## src/rtl/acc_pkg.sv

```systemverilog
// Shared types and constants for the accumulator job sequencer.
package acc_pkg;

  typedef enum logic [2:0] {
    IDLE,
    ACCUM,
    SETTLE,
    DRAIN,
    DONE
  } acc_state_e;

  localparam logic ACC_MODE_OVERWRITE = 1'b0;
  localparam logic ACC_MODE_ACCUM     = 1'b1;

  // Accumulator read port latency from acc_rd_en to valid acc_rd_rdata.
  localparam int ACC_RD_LATENCY = 2;

  // Depth of the drain-side skid FIFO; also the read credit limit.
  localparam int ACC_SKID_DEPTH = 4;

endpackage

```

## src/rtl/acc_skid_fifo.sv

```systemverilog
// 4-deep synchronous skid FIFO absorbing accumulator read returns while the
// drain consumer applies backpressure. Overflow is prevented upstream by the
// read credit rule; push/pop are still guarded here.
module acc_skid_fifo
  import acc_pkg::*;
#(
  parameter int WIDTH = 65
) (
  input  logic             clk,
  input  logic             rst,
  input  logic             push,
  input  logic             pop,
  input  logic [WIDTH-1:0] wdata,
  output logic [WIDTH-1:0] rdata,
  output logic [2:0]       count,
  output logic             empty
);

  localparam int PW = $clog2(ACC_SKID_DEPTH);

  logic [WIDTH-1:0] mem [ACC_SKID_DEPTH];
  logic [PW-1:0]    wr_ptr;
  logic [PW-1:0]    rd_ptr;
  logic             do_push;
  logic             do_pop;

  assign empty   = (count == 3'd0);
  assign do_push = push && (count != 3'(ACC_SKID_DEPTH));
  assign do_pop  = pop && !empty;
  assign rdata   = mem[rd_ptr];

  // Storage array; contents are don't-care until pushed, so no reset.
  always_ff @(posedge clk) begin
    if (do_push) mem[wr_ptr] <= wdata;
  end

  // Pointers and occupancy; reset empties the FIFO.
  always_ff @(posedge clk) begin
    if (rst) begin
      wr_ptr <= '0;
      rd_ptr <= '0;
      count  <= 3'd0;
    end else begin
      if (do_push) wr_ptr <= wr_ptr + PW'(1);
      if (do_pop)  rd_ptr <= rd_ptr + PW'(1);
      case ({do_push, do_pop})
        2'b10:   count <= count + 3'd1;
        2'b01:   count <= count - 3'd1;
        default: count <= count;
      endcase
    end
  end

endmodule

```

## src/rtl/acc_job_ctrl.sv

```systemverilog
// Job sequencer for the SIMD accumulator RAM: N accumulation passes over a
// row window, a settle delay, then a credit-limited backpressured drain.
// Optional macro ACC_JOB_CTRL_STALL_CNT_EN builds the stall cycle counter;
// without it stall_cnt is tied to zero.
module acc_job_ctrl
  import acc_pkg::*;
#(
  parameter int ADDR_WIDTH = 9,
  parameter int DATA_WIDTH = 64,
  parameter int LEN_WIDTH  = 10,
  parameter int SETTLE_CYC = 4
) (
  input  logic                  clk,
  input  logic                  rst,
  input  logic                  start,
  input  logic [ADDR_WIDTH-1:0] cfg_base,
  input  logic [LEN_WIDTH-1:0]  cfg_len,
  input  logic [7:0]            cfg_passes,
  output logic                  busy,
  output logic                  done,
  input  logic                  in_valid,
  output logic                  in_ready,
  input  logic [DATA_WIDTH-1:0] in_data,
  output logic                  out_valid,
  input  logic                  out_ready,
  output logic [DATA_WIDTH-1:0] out_data,
  output logic                  out_last,
  output logic                  acc_wr_en,
  output logic                  acc_wr_we,
  output logic [ADDR_WIDTH-1:0] acc_wr_addr,
  output logic [DATA_WIDTH-1:0] acc_wr_wdata,
  output logic                  acc_mode,
  output logic                  acc_rd_en,
  output logic [ADDR_WIDTH-1:0] acc_rd_addr,
  input  logic [DATA_WIDTH-1:0] acc_rd_rdata,
  output logic [31:0]           stall_cnt
);

  localparam int SW = $clog2(SETTLE_CYC + 2);

  acc_state_e                state;
  logic [ADDR_WIDTH-1:0]     base_q;
  logic [LEN_WIDTH-1:0]      len_q;
  logic [7:0]                passes_q;
  logic [LEN_WIDTH-1:0]      beat_cnt;
  logic [7:0]                pass_cnt;
  logic [SW-1:0]             settle_cnt;
  logic [LEN_WIDTH-1:0]      rd_cnt;
  logic                      rd_last_q;
  logic [ACC_RD_LATENCY-1:0] pipe_vld;
  logic [ACC_RD_LATENCY-1:0] pipe_last;

  logic                      in_hs;
  logic                      out_hs;
  logic                      last_beat;
  logic                      last_pass;
  logic [2:0]                fifo_count;
  logic                      fifo_empty;
  logic [DATA_WIDTH:0]       fifo_head;
  logic [2:0]                outstanding;
  logic                      rd_issue;

  assign in_hs     = in_valid && in_ready;
  assign out_hs    = out_valid && out_ready;
  assign last_beat = (beat_cnt == len_q - LEN_WIDTH'(1));
  assign last_pass = (pass_cnt == passes_q - 8'd1);

  // Reads already issued but not yet in the FIFO, plus FIFO occupancy,
  // must stay within the FIFO depth so a return can always be stored.
  assign outstanding = 3'(acc_rd_en) + 3'($countones(pipe_vld)) + fifo_count;
  assign rd_issue    = (state == DRAIN) && (rd_cnt != len_q) &&
                       (outstanding < 3'(ACC_SKID_DEPTH));

  assign out_valid = !fifo_empty;
  assign out_data  = out_valid ? fifo_head[DATA_WIDTH-1:0] : '0;
  assign out_last  = out_valid && fifo_head[DATA_WIDTH];

  acc_skid_fifo #(.WIDTH(DATA_WIDTH + 1)) u_skid (
    .clk   (clk),
    .rst   (rst),
    .push  (pipe_vld[ACC_RD_LATENCY-1]),
    .pop   (out_hs),
    .wdata ({pipe_last[ACC_RD_LATENCY-1], acc_rd_rdata}),
    .rdata (fifo_head),
    .count (fifo_count),
    .empty (fifo_empty)
  );

  // Job FSM with registered write/read port outputs and read-return tracking.
  always_ff @(posedge clk) begin
    if (rst) begin
      state        <= IDLE;
      busy         <= 1'b0;
      done         <= 1'b0;
      in_ready     <= 1'b0;
      acc_wr_en    <= 1'b0;
      acc_wr_we    <= 1'b0;
      acc_wr_addr  <= '0;
      acc_wr_wdata <= '0;
      acc_mode     <= ACC_MODE_OVERWRITE;
      acc_rd_en    <= 1'b0;
      acc_rd_addr  <= '0;
      base_q       <= '0;
      len_q        <= '0;
      passes_q     <= '0;
      beat_cnt     <= '0;
      pass_cnt     <= '0;
      settle_cnt   <= '0;
      rd_cnt       <= '0;
      rd_last_q    <= 1'b0;
      pipe_vld     <= '0;
      pipe_last    <= '0;
    end else begin
      done      <= 1'b0;
      acc_wr_en <= 1'b0;
      acc_wr_we <= 1'b0;
      acc_rd_en <= 1'b0;
      rd_last_q <= 1'b0;
      pipe_vld  <= {pipe_vld[ACC_RD_LATENCY-2:0], acc_rd_en};
      pipe_last <= {pipe_last[ACC_RD_LATENCY-2:0], rd_last_q};

      if (in_hs) begin
        acc_wr_en    <= 1'b1;
        acc_wr_we    <= 1'b1;
        acc_wr_addr  <= base_q + beat_cnt[ADDR_WIDTH-1:0];
        acc_wr_wdata <= in_data;
        acc_mode     <= (pass_cnt != 8'd0) ? ACC_MODE_ACCUM : ACC_MODE_OVERWRITE;
      end

      case (state)
        IDLE: begin
          if (start) begin
            base_q   <= cfg_base;
            len_q    <= cfg_len;
            passes_q <= cfg_passes;
            beat_cnt <= '0;
            pass_cnt <= '0;
            rd_cnt   <= '0;
            if (cfg_len == '0) begin
              state <= DONE;
              done  <= 1'b1;
            end else if (cfg_passes == 8'd0) begin
              state <= DRAIN;
              busy  <= 1'b1;
            end else begin
              state    <= ACCUM;
              busy     <= 1'b1;
              in_ready <= 1'b1;
            end
          end
        end
        ACCUM: begin
          if (in_hs) begin
            if (last_beat) begin
              beat_cnt <= '0;
              if (last_pass) begin
                state      <= SETTLE;
                in_ready   <= 1'b0;
                settle_cnt <= SW'(SETTLE_CYC);
              end else begin
                pass_cnt <= pass_cnt + 8'd1;
              end
            end else begin
              beat_cnt <= beat_cnt + LEN_WIDTH'(1);
            end
          end
        end
        // First SETTLE cycle carries the final write; SETTLE_CYC idle cycles follow.
        SETTLE: begin
          if (settle_cnt == '0) state <= DRAIN;
          else                  settle_cnt <= settle_cnt - SW'(1);
        end
        DRAIN: begin
          if (rd_issue) begin
            acc_rd_en   <= 1'b1;
            acc_rd_addr <= base_q + rd_cnt[ADDR_WIDTH-1:0];
            rd_last_q   <= (rd_cnt == len_q - LEN_WIDTH'(1));
            rd_cnt      <= rd_cnt + LEN_WIDTH'(1);
          end
          if (out_hs && out_last) begin
            state <= DONE;
            done  <= 1'b1;
            busy  <= 1'b0;
          end
        end
        DONE: begin
          state <= IDLE;
          busy  <= 1'b0;
        end
        default: state <= IDLE;
      endcase
    end
  end

`ifdef ACC_JOB_CTRL_STALL_CNT_EN
  logic stall_evt;
  assign stall_evt = ((state == ACCUM) && !in_valid) ||
                     ((state == DRAIN) && out_valid && !out_ready);

  // Saturating stall counter, cleared when a new job is accepted.
  always_ff @(posedge clk) begin
    if (rst)                                 stall_cnt <= '0;
    else if ((state == IDLE) && start)       stall_cnt <= '0;
    else if (stall_evt && (stall_cnt != '1)) stall_cnt <= stall_cnt + 32'd1;
  end
`else
  assign stall_cnt = '0;
`endif

endmodule

```

## config.mk

```make
export PLATFORM = sky130hd
export DESIGN_NAME = acc_job_ctrl
export DESIGN_NICKNAME = d
export VERILOG_FILES = /design/src/rtl/acc_pkg.sv /design/src/rtl/acc_skid_fifo.sv /design/src/rtl/acc_job_ctrl.sv
export SDC_FILE = /design/constraint.sdc
export NUM_CORES = 1
export LEC_CHECK = 0
export ABC_AREA = 1
export CAP_MARGIN = 40
export CORE_ASPECT_RATIO = 0.5
export CORE_MARGIN = 2
export CORE_UTILIZATION = 36
export CTS_BUF_LIST = sky130_fd_sc_hd__clkbuf_4 sky130_fd_sc_hd__clkbuf_8 sky130_fd_sc_hd__clkbuf_16
export DETAILED_ROUTE_END_ITERATION = 16
export PLACE_DENSITY = 0.64
export SYNTH_ARGS = -nofsm -noshare
export SYNTH_HDL_FRONTEND = slang
export SYNTH_SLANG_ARGS = --single-unit
```

## constraint.sdc

```tcl
create_clock -name clk -period 5.8 [get_ports clk]
set_clock_uncertainty 0.1 [all_clocks]
set_input_delay 0.58 -clock clk [delete_from_list [all_inputs] [get_ports clk]]
set_output_delay 0.58 -clock clk [all_outputs]
set_load 0.05 [all_outputs]
```

==> flow_metrics.tcl <==
set metrics [dict create \
    synthArstFlopShare_pct 0 \
    yosysWarnings 0 \
    timing.rr.start "state[0]$_SDFFE_PP0P_" \
    cts_sinks 423 \
    die_y_um 164 \
    fmax_mhz 246 \
    power_density_nw_per_um2 403 \
    cp.required_ns 5.12 \
    cts-root-buf "clkbuf_16" \
    cts.repair.resized 0 \
    final_cells 2946 \
    yosysTopAreaCell "edfxtp_1" \
    via_per_inst 4.77 \
    synth_area_leaders "edfxtp_1 (43%), dfxtp_1 (18%), nor2_1 (10%), o21ai_0 (6.8%), a21oi_1 (4.0%)" \
    hold_violations 0 \
    vdd_drop_max_v 0.000190 \
    initial_core_util_pct 36.5 \
    wl_per_cell_um 16.4 \
    cp_data_arrival_time_ns 3.39 \
    drive_gt1_share_pct 6.16 \
    ant_nets 0 \
    drt-initial-drc-count 884 \
    cts_buffer_depth 3 \
    dpl.hpwl_um 32000 \
    synth_most_common_cell "nor2_1" \
    die_x_um 323 \
    grt_start_max_net_pins 72 \
    synth_mux_area_share_pct 0 \
    post-cts-setup-buffer-count 0 \
    critical_path_class "reg -> out" \
    setup_viol 0 \
    synth_area_um2 18400 \
    startpoint_type "flop" \
    gp_congestion 0.855 \
    grt_overflow 0 \
    wl_um 48200 \
    slew_headroom_pct 40.4 \
    finalWorstSetupSlack_ns 1.73 \
    core-area_um2 50300 \
    ys.flop_type "edfxtp_1" \
    clk_pin_slew_ns 0.06 \
    first_pass_iters 5 \
    rows 58 \
    globalRouteTotalUtil_pct 17.7 \
    cts_buffers 42 \
    leakagePower_uw 0.00851 \
    slew_violations 0 \
    yosys.area_share.simple_pct 17.6 \
    crit_path_end_kind "output port" \
    synth_edf_count 260 \
    antenna_found_initial 1 \
    hp-class "reg -> reg" \
    cts_hold_buf 0 \
    whs_ns 0.311 \
    placed_cells 2867 \
    maxCapViolations 0 \
    ys_types 46 \
    critPathMaxFanout 58 \
    fin_crit_sh_pct 70.1 \
    netlist_top_cells_count "nor2_1 (501), edfxtp_1 (260), o21ai_0 (248), nand2_1 (169), dfxtp_1 (163)" \
    cts_tree "yes" \
    yosys.area_share.xor_xnor_pct 2.43 \
    fill_cells 4678 \
    io_pins 347 \
    synth_top_family_by_area "simple AND/OR/NAND/NOR gates" \
    htree_num_levels 2 \
    syn_to_final_growth_pct 28.4 \
    grt_pass1_vias 13400 \
    finalPower_uw 9500 \
    ys_seq_area_share_pct 60.3 \
    insertion_delay_ns 0.54 \
    syn_inst 1940 \
    run_status "complete, no violations" \
    io_buffers 314 \
    fin_setup_tns_ns 0 \
    hold_start "rd_last_q$_SDFF_PP0_" \
    tightestPinTransition_ns 0.894 \
    synth_area_per_cell_um2 9.46 \
    period_minus_slack_ns 4.07 \
    yosys.area.top_type_share_pct 42.5 \
    place_ws_ns 2.29 \
    synth_compound_area_share_pct 11.5 \
    grt_pass1_wl_um 73400 \
    synth_seq_cells 423 \
    synthAdderAreaFrac_pct 2.48 \
    vias 14000 \
    rsz0062_at_grt "false" \
    dieArea_um2 52900 \
    remaining_drc_errors 0 \
    layout.nets 2415 \
]
==> worst paths after layout <==
check | to | slack [ns] | cells after the start
setup / recovery | out_data[21] | 1.73 | 7
hold / removal | pipe_last[0]$_SDFF_PP0_ | 0.31 | 2
setup reg to reg | beat_cnt[9]$_SDFFE_PP0P_ | 2.98 | 12
hold reg to reg | pipe_last[0]$_SDFF_PP0_ | 0.31 | 2
==> layer usage <==
layer  GRT usage [%]  vias to the layer above  wire, um
met5               0                        -         0
met4            5.29                        0      1260
met3            2.80                       80      2070
met2            31.1                      308     24200
met1            22.5                     6614     20700
li1                -                     7040         -
==> final cells by class <==
type                       count  area, um2  share of cell area [%]
sequential                   423      11100                    47.0
clock buffer                  48       1110                    4.73
tap                          690        863                    3.66
clock inverter                30        280                    1.19
multi-input combinational   1309       6400                    27.2
antenna                        1       2.50                  0.0106
inverter                     110        415                    1.76
timing repair buffer         335       3410                    14.5
==> logic make-up after synthesis <==
| logic type | after synthesis |
|---|---|
| adders and majority gates | 34 |
| xor gates and xnor gates | 51 |
| and+or+nand+nor | 780 |
| other | 1 |
| AOI/OAI and AO/OA | 412 |
| DFF | 423 |
| buffers and inverters | 239 |
==> sequential cells by signal, indices dropped and copies added, names as in the netlist, 3 cells and up, named ones only <==
name,count
acc_wr_addr,9
rd_cnt,10
state,3
acc_rd_addr,9
base_q,9
len_q,10
settle_cnt,3
acc_wr_wdata,64
passes_q,8
u_skid.count,3
pass_cnt,8
beat_cnt,10
u_skid.mem,260
==> worst max-delay path, cell delays in order (launching register included) <==
cell             delay [ns]
dfxtp_4                0.65
buf_4                  0.44
buf_12                 0.31
nor2_1                 0.09
nor2_1                 0.14
o21ai_0                0.15
a21oi_1                0.20
clkdlybuf4s50_1        0.84
==> placed cells by master (no fill, tap or decap), types with 14 or more instances in the layout <==
cell type and count:
a21oi_1 146, buf_4 14, clkbuf_16 43, clkdlybuf4s50_1 313
conb_1 32, dfxtp_1 161, edfxtp_1 260, ha_1 30
inv_1 98, nand2_1 168, nand3_1 40, nand4_1 22
nor2_1 497, o21ai_0 248, xnor2_1 15, xor2_1 36
==> power breakdown <==
group	internal, uW	switching [uW]
registers	3370	165
clock network	1570	1170
logic	1010	2220
total	5950	3550
==> metrics by stage <==
stage	utilization, %	area, um2
floorplan	-	18500
global placement	43.7	22000
detailed placement	44.1	22200
CTS	46.8	23600
global route	46.8	23600
finish	46.8	23600
Note: power is estimated with default switching activity, not from simulation.
